$ cat src/rtl/memwr_trace_pkg.sv
// Shared types for the memory-write trace UART.
// Latency: n/a (types, constants and a pure byte-select helper).
// Backpressure: n/a.
//
// Contents: TX FSM state enum, frame length, 24-bit write-event record and
// the helper that picks the n-th byte of a trace frame.
package memwr_trace_pkg;

    localparam int FRAME_BYTES = 4;
    localparam int EVT_W       = 24;

    typedef enum logic [1:0] {
        IDLE  = 2'd0,
        START = 2'd1,
        DATA  = 2'd2,
        STOP  = 2'd3
    } tx_state_e;

    typedef struct packed {
        logic [7:0]  addr;
        logic [15:0] data;
    } memwr_evt_t;

    // Frame byte order on the wire: sync, address, data high, data low.
    function automatic logic [7:0] frame_byte(input memwr_evt_t evt,
                                              input logic [1:0] idx,
                                              input logic [7:0] sync);
        logic [7:0] b;
        case (idx)
            2'd0:    b = sync;
            2'd1:    b = evt.addr;
            2'd2:    b = evt.data[15:8];
            default: b = evt.data[7:0];
        endcase
        return b;
    endfunction

endpackage

$ cat src/rtl/sync_fifo.sv
// Generic single-clock FIFO with occupancy count.
// Latency: a push is visible on pop_dat/empty the cycle after it is accepted.
// Backpressure: push is refused when full unless a pop happens in the same cycle.
//
// Ports: CLK, RST_N (sync active-low), push/push_dat, pop/pop_dat (show-ahead
// head of queue), full, empty, level (0..DEPTH).
module sync_fifo #(
    parameter int WIDTH = 24,
    parameter int DEPTH = 16,
    localparam int AW   = (DEPTH > 1) ? $clog2(DEPTH) : 1,
    localparam int LW   = $clog2(DEPTH + 1)
) (
    input  logic             CLK,
    input  logic             RST_N,
    input  logic             push,
    input  logic [WIDTH-1:0] push_dat,
    input  logic             pop,
    output logic [WIDTH-1:0] pop_dat,
    output logic             full,
    output logic             empty,
    output logic [LW-1:0]    level
);

    logic [WIDTH-1:0] mem [DEPTH];
    logic [AW-1:0]    wr_ptr;
    logic [AW-1:0]    rd_ptr;
    logic             do_push;
    logic             do_pop;

    assign full    = (level == LW'(DEPTH));
    assign empty   = (level == '0);
    assign do_pop  = pop && !empty;
    // A full FIFO still takes a write when the head leaves in the same cycle.
    assign do_push = push && (!full || do_pop);
    assign pop_dat = mem[rd_ptr];

    // DEPTH is a power of two, so natural pointer overflow is the wrap.
    always_ff @(posedge CLK) begin
        if (!RST_N) begin
            wr_ptr <= '0;
            rd_ptr <= '0;
            level  <= '0;
        end else begin
            if (do_push) wr_ptr <= wr_ptr + AW'(1);
            if (do_pop)  rd_ptr <= rd_ptr + AW'(1);
            case ({do_push, do_pop})
                2'b10:   level <= level + LW'(1);
                2'b01:   level <= level - LW'(1);
                default: level <= level;
            endcase
        end
    end

    always_ff @(posedge CLK) begin
        if (RST_N && do_push) begin
            mem[wr_ptr] <= push_dat;
        end
    end

endmodule

$ cat src/rtl/memwr_trace_uart.sv
// Streams every CPU data-memory write out of a UART as a 4-byte trace frame.
// Latency: write pulse at edge k into an idle, empty block gives the start bit at edge k+2.
// Backpressure: none upstream; events arriving with the FIFO full are dropped and OVF sticks.
//
// Ports: CLK, RST_N (sync active-low); cpuout_memupdate/memaddr/memdata write
// event; TX 8N1 serial out (idle high); BUSY frame in flight or events queued;
// OVF sticky drop flag; LEVEL FIFO occupancy.
module memwr_trace_uart
    import memwr_trace_pkg::*;
#(
    parameter int         CLKS_PER_BIT = 868,
    parameter int         FIFO_DEPTH   = 16,
    parameter logic [7:0] SYNC_BYTE    = 8'hA5
) (
    input  logic        CLK,
    input  logic        RST_N,
    input  logic        cpuout_memupdate,
    input  logic [7:0]  cpuout_memaddr,
    input  logic [15:0] cpuout_memdata,
    output logic        TX,
    output logic        BUSY,
    output logic        OVF,
    output logic [6:0]  LEVEL
);

    localparam int               CNT_W     = $clog2(CLKS_PER_BIT);
    localparam int               LVL_W     = $clog2(FIFO_DEPTH + 1);
    localparam logic [CNT_W-1:0] BIT_LAST  = CNT_W'(CLKS_PER_BIT - 1);
    localparam logic [1:0]       LAST_BYTE = 2'(FRAME_BYTES - 1);

    memwr_evt_t       push_evt;
    memwr_evt_t       head_evt;
    logic             fifo_full;
    logic             fifo_empty;
    logic [LVL_W-1:0] fifo_level;
    logic             pop;

    tx_state_e        state_q, state_d;
    logic [CNT_W-1:0] cnt_q, cnt_d;
    logic [2:0]       bit_q, bit_d;
    logic [1:0]       byte_q, byte_d;
    memwr_evt_t       frame_q, frame_d;
    logic             tx_d;
    logic             bit_end;
    logic [7:0]       cur_byte;

    assign push_evt = '{addr: cpuout_memaddr, data: cpuout_memdata};

    sync_fifo #(
        .WIDTH (EVT_W),
        .DEPTH (FIFO_DEPTH)
    ) u_fifo (
        .CLK      (CLK),
        .RST_N    (RST_N),
        .push     (cpuout_memupdate),
        .push_dat (push_evt),
        .pop      (pop),
        .pop_dat  (head_evt),
        .full     (fifo_full),
        .empty    (fifo_empty),
        .level    (fifo_level)
    );

    assign LEVEL    = 7'(fifo_level);
    assign bit_end  = (cnt_q == BIT_LAST);
    assign cur_byte = frame_byte(frame_q, byte_q, SYNC_BYTE);

    // Next-state and line-level logic. tx_d is the level the line should carry
    // for the current state; it is registered into TX, so the whole waveform
    // trails the FSM by one cycle and never glitches.
    always_comb begin
        state_d = state_q;
        cnt_d   = cnt_q;
        bit_d   = bit_q;
        byte_d  = byte_q;
        frame_d = frame_q;
        pop     = 1'b0;
        tx_d    = 1'b1;

        // Bit timer reloads to zero on every bit boundary so periods never drift.
        if (state_q != IDLE) begin
            cnt_d = bit_end ? '0 : cnt_q + CNT_W'(1);
        end

        case (state_q)
            IDLE: begin
                if (!fifo_empty) begin
                    // Latch the event: later FIFO traffic cannot disturb this frame.
                    pop     = 1'b1;
                    frame_d = head_evt;
                    byte_d  = '0;
                    bit_d   = '0;
                    cnt_d   = '0;
                    state_d = START;
                end
            end
            START: begin
                tx_d = 1'b0;
                if (bit_end) begin
                    bit_d   = '0;
                    state_d = DATA;
                end
            end
            DATA: begin
                tx_d = cur_byte[bit_q];
                if (bit_end) begin
                    if (bit_q == 3'd7) begin
                        state_d = STOP;
                    end else begin
                        bit_d = bit_q + 3'd1;
                    end
                end
            end
            STOP: begin
                tx_d = 1'b1;
                if (bit_end) begin
                    if (byte_q == LAST_BYTE) begin
                        // Always pass through IDLE between frames, even with work queued.
                        state_d = IDLE;
                    end else begin
                        byte_d  = byte_q + 2'd1;
                        state_d = START;
                    end
                end
            end
            default: state_d = IDLE;
        endcase
    end

    always_ff @(posedge CLK) begin
        if (!RST_N) begin
            state_q <= IDLE;
            cnt_q   <= '0;
            bit_q   <= '0;
            byte_q  <= '0;
            frame_q <= '0;
            TX      <= 1'b1;
            BUSY    <= 1'b0;
            OVF     <= 1'b0;
        end else begin
            state_q <= state_d;
            cnt_q   <= cnt_d;
            bit_q   <= bit_d;
            byte_q  <= byte_d;
            frame_q <= frame_d;
            TX      <= tx_d;
            BUSY    <= (state_q != IDLE) || (fifo_level != '0);
            if (cpuout_memupdate && fifo_full && !pop) begin
                OVF <= 1'b1;
            end
        end
    end

endmodule
$ cat config.mk
export PLATFORM = sky130hd
export DESIGN_NAME = memwr_trace_uart
export DESIGN_NICKNAME = d
export VERILOG_FILES = /design/src/rtl/memwr_trace_pkg.sv /design/src/rtl/sync_fifo.sv /design/src/rtl/memwr_trace_uart.sv
export SDC_FILE = /design/constraint.sdc
export NUM_CORES = 1
export LEC_CHECK = 0
export CORE_ASPECT_RATIO = 1.25
export CORE_MARGIN = 2
export CORE_UTILIZATION = 50
export DETAILED_ROUTE_END_ITERATION = 7
export GPL_ROUTABILITY_DRIVEN = 0
export PLACE_DENSITY = 0.66
export SLEW_MARGIN = 20
export SYNTH_ARGS = -nofsm -noshare
export SYNTH_HDL_FRONTEND = slang
export SYNTH_HIERARCHICAL = 1
export SYNTH_SLANG_ARGS = --single-unit
$ cat constraint.sdc
create_clock -name CLK -period 7.7 [get_ports CLK]
set_input_delay 1.54 -clock CLK [delete_from_list [all_inputs] [get_ports CLK]]
set_output_delay 1.54 -clock CLK [all_outputs]
set_load 0.02 [all_outputs]
## Yosys cells after proc, flatten, opt, wreduce, memory -nomap -nowiden

Memory sizes are Yosys's and may differ from the RTL's. A register that Yosys moved wholly into a read port is not among the register bits.
Cells that the tools add are included.

| operators by class | value |
|---|---|
| $add $sub $neg | 7 |
| order comparisons | 1 |
| equal/unequal tests | 18 |
| multiplexer cells | 29 |
| bitwise operators | 1 |
| reduce and logical (&&, ||, !) cells | 23 |

Operator list:

| operator | number |
|---|---|
| two-way mux 10 bit | 4 |
| one-hot mux 8 bit (3 select lines) | 1 |
| two-way mux 2 bit | 8 |
| != test 2 bit, second input constant | 7 |
| two-way mux 3 bit | 4 |
| adder 10 x 1 -> 10 bit, second input constant | 1 |
| == test 10 bit, second input constant | 1 |
| == test 2 bit, second input constant | 5 |
| one-hot mux 5 bit (2 select lines) | 1 |
| AND reduction 5 bit | 2 |
| one-hot mux 3 bit (3 select lines) | 1 |
| adder 4 x 1 -> 4 bit, second input constant | 2 |
| one-hot mux 2 bit (4 select lines) | 1 |
| == test 2 x 1 -> 1 bit, second input constant | 3 |
| two-way mux 1 bit | 6 |
| nonzero test 2 bit | 3 |
| adder 5 x 1 -> 5 bit, second input constant | 1 |
| == test 5 bit, second input constant | 1 |
| logical AND 1 bit | 5 |
| logical NOT 5 bit | 1 |
| nonzero test 5 bit | 1 |
| subtractor 5 x 1 -> 5 bit, second input constant | 1 |
| logical NOT 1 bit | 4 |
| logical NOT 2 bit | 2 |
| other kinds (12) | 13 |

| word-level totals | value |
|---|---|
| register bits after elaboration | 33 |
| bits in writable memories | 384 |
| input bits | 27 |
| output and inout port bits | 10 |
| logic and storage cells | 90 |
| memories kept | 1 |

Memory list:

| memory | depth | bits a word | read ports | clocked after memory_dff | wr ports | RTL line | source |
|---|---|---|---|---|---|---|---|
| u_fifo.mem | 16 | 24 | 1 | 1 | 1 | sync_fifo.sv:24 | `logic [WIDTH-1:0] mem [DEPTH];` |

## Longest topological paths before layout

| logic depth | value |
|---|---|
| depth after elaboration | 9 |
| mapped depth | 16 |
| gate-level depth less buffers | 12 |

## Modules after synthesis

The synthesis kept the hierarchy.

By module, submodules not included:

| module | times used | cells each | area each (um2) | seq. area each (um2) |
|---|---|---|---|---|
| sync_fifo | 1 | 724 | 15429.8 | 11871.4 |
| memwr_trace_uart | 1 | 272 | 2267.2 | 880.8 |

## Least setup slack after synthesis

OpenSTA, ideal clock, no wires.

| timing path | value |
|---|---|
| kind | reg-to-reg |
| from | register u_fifo.level[0] |
| to | memory u_fifo.mem[13][0] (enable) |
| library setup time | 0.405 ns |
| data arrival time | 3.305 ns |
| required time | 7.295 ns |
| slack | 3.990 ns |
| cell stages (with the launch flop) | 13 |
| buffers on the path | 4 |
| clock period less this slack | 3.710 ns |
| path through | dfxtp_1 -> or4_4 -> buf_6 -> nor2_1 -> nand2b_1 -> clkbuf_1 -> inv_2 -> clkbuf_1 -> buf_2 -> nor2b_1 -> nand2_1 -> nand3_1 -> nor2_1 |

| on the way | value |
|---|---|
| cells in the longest elaborated chain, start to end | 9 |
| elaborated cells between the ends (all ways) | 12 |
| classes of those cells | eq/ne: 1; mux: 4; reduce/logical: 7 |

RTL lines:

| element | RTL line | source |
|---|---|---|
| start, declared | sync_fifo.sv:21 | `output logic [LW-1:0] level` |
| start signal, assigned | sync_fifo.sv:47 | `2'b10: level <= level + LW'(1);` |
| start signal, assigned | sync_fifo.sv:48 | `2'b01: level <= level - LW'(1);` |
| start signal, assigned | sync_fifo.sv:49 | `default: level <= level;` |
| logical NOT 5 bit | sync_fifo.sv:31 | `assign empty = (level == '0);` |
| via fifo_empty | memwr_trace_uart.sv:34 | `logic fifo_empty;` |
| two-way mux 1 bit | memwr_trace_uart.sv:87 | `if (!fifo_empty) begin` |
| two-way mux 1 bit | memwr_trace_uart.sv:85 | `case (state_q)` |
| via pop | memwr_trace_uart.sv:36 | `logic pop;` |
| logical AND 1 bit | sync_fifo.sv:32 | `assign do_pop = pop && !empty;` |
| logical OR 1 bit | sync_fifo.sv:34 | `assign do_push = push && (!full \|\| do_pop);` |
| logical AND 1 bit | sync_fifo.sv:34 |  |
| logical AND 1 bit | sync_fifo.sv:55 | `if (RST_N && do_push) begin` |
| two-way mux 1 bit | sync_fifo.sv:55 |  |
| two-way mux 1 bit (not written as such) | sync_fifo.sv:56 | `mem[wr_ptr] <= push_dat;` |
| end, declared | sync_fifo.sv:24 |  |

The timed path passes the listed nets, and every way through them passes these cells.

## Worst setup path in the final report

| timing path | value |
|---|---|
| from | register u_fifo.level[4] |
| to | memory u_fifo.mem[15][21] (enable) |

| on the way | value |
|---|---|
| cells in the longest elaborated chain, start to end | 9 |
| elaborated cells between the ends (all ways) | 12 |
| classes of those cells | eq/ne: 1; mux: 4; reduce/logical: 7 |

RTL lines:

| element | RTL line |
|---|---|
| logical NOT 5 bit * | sync_fifo.sv:31 |
| via fifo_empty | memwr_trace_uart.sv:34 |
| two-way mux 1 bit | memwr_trace_uart.sv:87 |
| two-way mux 1 bit | memwr_trace_uart.sv:85 |
| logical AND 1 bit * | sync_fifo.sv:32 |
| logical OR 1 bit * | sync_fifo.sv:34 |
| logical AND 1 bit * | sync_fifo.sv:34 |
| logical AND 1 bit * | sync_fifo.sv:55 |
| two-way mux 1 bit * | sync_fifo.sv:55 |
| two-way mux 1 bit (not written as such) * | sync_fifo.sv:56 |

Mark *: on every way through the listed nets, which the timed path passes. The rest lies on a longest branch.

==> results.toml <==
[logic_synthesis]
synthDistinctLibCells = 68
synthArstFlopShare = 0
synth-main-ff-cell = "sky130_fd_sc_hd__edfxtp_1"
number_of_storage_elements_in_the_synthesis_netlist = 445
count_of_yosys_warnings_during_synthesis = 6
synth_edf_count = 384
ys_seq_area_frac = 0.721
netlist_instances = 996
syn-cell-area_sq_um = 17700
syn-mean-instance-area_sq_um = 17.8

[floorplanning]
dieWidth_um = 172
fp.coreArea_sq_um = 35200
fp.dieArea_sq_um = 36900
std_cell_rows = 77
initial_utilization = 0.503
die_y_um = 214
num_io_pins = 37

[global_route]
antenna_found_initial = 0
grt_first_pass_wirelength_mm = 56.2
grt_overflow = 0
grt_pass1_vias = 8956
grt_max_degree = 76
grt_use_total = 0.212

[finish]
layout_commonest_cell = "sky130_fd_sc_hd__edfxtp_1"
area_delta_synth_final_pct = 12.4
finish.net_count = 1071
final_cell_mix = "384 x sky130_fd_sc_hd__edfxtp_1, 98 x sky130_fd_sc_hd__nand2_1, 96 x sky130_fd_sc_hd__mux4_2"
drive_gt1_frac = 0.191
postLayoutCoreUtil = 0.566
antenna-diode-count = 0

[detailed_routing]
initialDrtViolationCount = 880
number_of_vias_after_detailed_routing = 9120
drt-wirelength-per-cell_um = 25.2
dr.pass1.iters = 5
ant_nets = 0
wl_mm = 38.4
drt-vias-per-instance = 5.98
detail_route.drc_violations = 0

[setup_path]
worstPathArrival_ps = 4530
crit_fanout = 34
crit-reg2reg-capture = "u_fifo/mem[15][21]$_DFFE_PP_"
end_kind = "flip-flop"
start_kind = "flip-flop"
timing.setup.critical_path_class = "flip-flop to flip-flop"
reg2reg_depth = 7
regToRegStartpoint = "u_fifo/level[4]$_SDFFE_PN0P_"
critPathRequiredTime_ps = 7860
rrSetupSlack_ps = 3330

[timing]
layout_worst_path_cycle_share = 0.567
clock-skew-final_ps = 28.2
timing.final.max_slew_violations = 0
grt_setup_unrepaired = "false"
timing_worst_slew_pin_value_ps = 1140
fmax_mhz = 229
hold_viol_final = 0
maxSlewHeadroom = 0.239
setup_tns_ps = 0
final_period_minus_worst_setup_slack_ps = 4370
finalSetupViolCount = 0

[place]
place.port_buffers = 34
detailed_place_hpwl_mm = 23.8

[job]
drv_cap = 0

[clock_tree]
numCtsBuffers = 42
cts-root-buf = "sky130_fd_sc_hd__clkbuf_16"
cts_num_sinks = 445
cts_tree = "yes"
hold_bufs_inserted_after_cts = 0
clk_latency_ps = 560
cts_buffer_depth = 3
cts.repair.resized = 0
cts_post_setup_buffers_inserted = 0
htreeDepth = 2
clkTransAtPathRegs_ps = 60

[min_path]
timing.hold.worst.class = "flip-flop to flip-flop"
worst_hold_path.num_cells = 2
hold_start = "frame_q[4]$_SDFFE_PN0P_"
hold-path-endpoint = "frame_q[4]$_SDFFE_PN0P_"

[pwr]
power_leakage_uw = 0.00627
pwr_density_cell_nw_per_um2 = 287
vdd.ir_drop.worst_mv = 0.136

[outcome]
outcome = "finished, final reports clean"
==> cell type report <==
cell class                      count  area, sq um
Inverter                           13         48.8
Clock inverter                     24          245
Tap cell                          474          593
Clock buffer                       48         1090
Timing Repair Buffer               40          380
Fill cell                        2680        15300
Multi-Input combinational cell    481         4770
Sequential cell                   445        12800
==> metal layers <==
metal | track usage | share of wire | up-vias | wire length (um)
met1 | 0.300 | 0.41 | 4745 | 15800
met5 | 0 | 0 | - | 0
met4 | 0.0815 | 0.038 | 0 | 1470
met2 | 0.333 | 0.49 | 288 | 18700
li1 | - | - | 4027 | -
met3 | 0.0338 | 0.062 | 60 | 2390
==> power by group <==
group	total, uW	internal, uW	leakage (uW)	switching, uW
sequential	2780	2700	0.00396	79.1
combinational	909	352	0.00167	557
clock	2020	1160	0.000644	861
==> worst max-delay path: stages (launching register included) <==
cell and delay [ps]:
sky130_fd_sc_hd__dfxtp_1 700, sky130_fd_sc_hd__nor2_1 140, sky130_fd_sc_hd__nand2b_1 600, sky130_fd_sc_hd__inv_2 670
sky130_fd_sc_hd__nor2b_1 120, sky130_fd_sc_hd__nand2_1 140, sky130_fd_sc_hd__nand3_1 660, sky130_fd_sc_hd__nor2_4 950
==> through the flow <==
stage / cells / worst slack [ps] / total power (uW) / area, sq um / hold slack (ps)
6_report: 1525 / 3330 / 5710 / 19900 / 455
3_3_place_gp: 1453 / 3340 / 3730 / 18500 / 444
5_1_grt: 1525 / 2950 / 5920 / 19900 / 486
2_1_floorplan: 997 / 3990 / 3460 / 17700 / 432
4_1_cts: 1525 / 3300 / 5750 / 19900 / 457
3_5_place_dp: 1453 / 3270 / 3750 / 18500 / 449
==> flip-flops by register name, indices dropped and copies added, names as in the netlist, 3 cells and up, named ones only <==
name           flops
u_fifo/mem       384
frame_q           24
cnt_q             10
u_fifo/level       5
u_fifo/rd_ptr      4
u_fifo/wr_ptr      4
bit_q              3
==> worst max-delay path by stage <==
stage / from / end / slack, ps / cells after the start
after floorplan: u_fifo/level[0]$_SDFFE_PN0P_ / u_fifo/mem[13][0]$_DFFE_PP_ / 3990 / 12
after global placement: cpuout_memupdate / u_fifo/mem[15][17]$_DFFE_PP_ / 3340 / 3
after detailed placement: cpuout_memupdate / u_fifo/mem[13][18]$_DFFE_PP_ / 3270 / 3
after CTS: u_fifo/level[4]$_SDFFE_PN0P_ / u_fifo/mem[13][0]$_DFFE_PP_ / 3300 / 7
after global routing: u_fifo/level[4]$_SDFFE_PN0P_ / u_fifo/mem[4][16]$_DFFE_PP_ / 2950 / 7
final: u_fifo/level[4]$_SDFFE_PN0P_ / u_fifo/mem[15][21]$_DFFE_PP_ / 3330 / 7
==> logic make-up (layout without fill, tap and decap cells) <==
group	Yosys count	count (layout)	synth area share
AO/OA/AOI/OAI	145	145	0.0627
XOR/XNOR	4	4	0.00198
adder cells (fa/ha/maj)	21	21	0.0153
buffers and inverters	71	125	0.0175
flip-flops	445	445	0.721
multiplexers	105	105	0.128
other	1	2	0.000212
AND/OR/NAND/NOR	204	204	0.0537
==> Yosys cell counts, drive strengths merged, types with 2 or more instances <==
cell type | instances | share of area
nand3 | 21 | 0.0059
a31oi | 4 | 0.0018
a22oi | 52 | 0.022
edfxtp | 384 | 0.65
o211a | 5 | 0.0028
inv | 13 | 0.0028
buf | 22 | 0.0071
a221o | 2 | 0.0011
and3 | 4 | 0.0017
o21ai | 19 | 0.0069
a21boi | 27 | 0.011
a21oi | 6 | 0.0023
nor2b | 10 | 0.0035
xnor2 | 4 | 0.0020
mux2i | 8 | 0.0052
o21a | 3 | 0.0013
nand4 | 3 | 0.0011
ha | 20 | 0.014
mux4 | 96 | 0.12
o211ai | 4 | 0.0017
or4 | 2 | 0.0011
a22o | 2 | 0.00099
and2 | 9 | 0.0032
nand2 | 98 | 0.021
nor3 | 3 | 0.00085
o2111ai | 2 | 0.00099
a221oi | 6 | 0.0030
dfxtp | 61 | 0.069
clkbuf | 36 | 0.0076
a211oi | 2 | 0.00085
or3 | 2 | 0.00071
nor2 | 34 | 0.0072
nand2b | 9 | 0.0032
o21bai | 2 | 0.0011
Note: power is estimated with default switching activity, not from simulation.
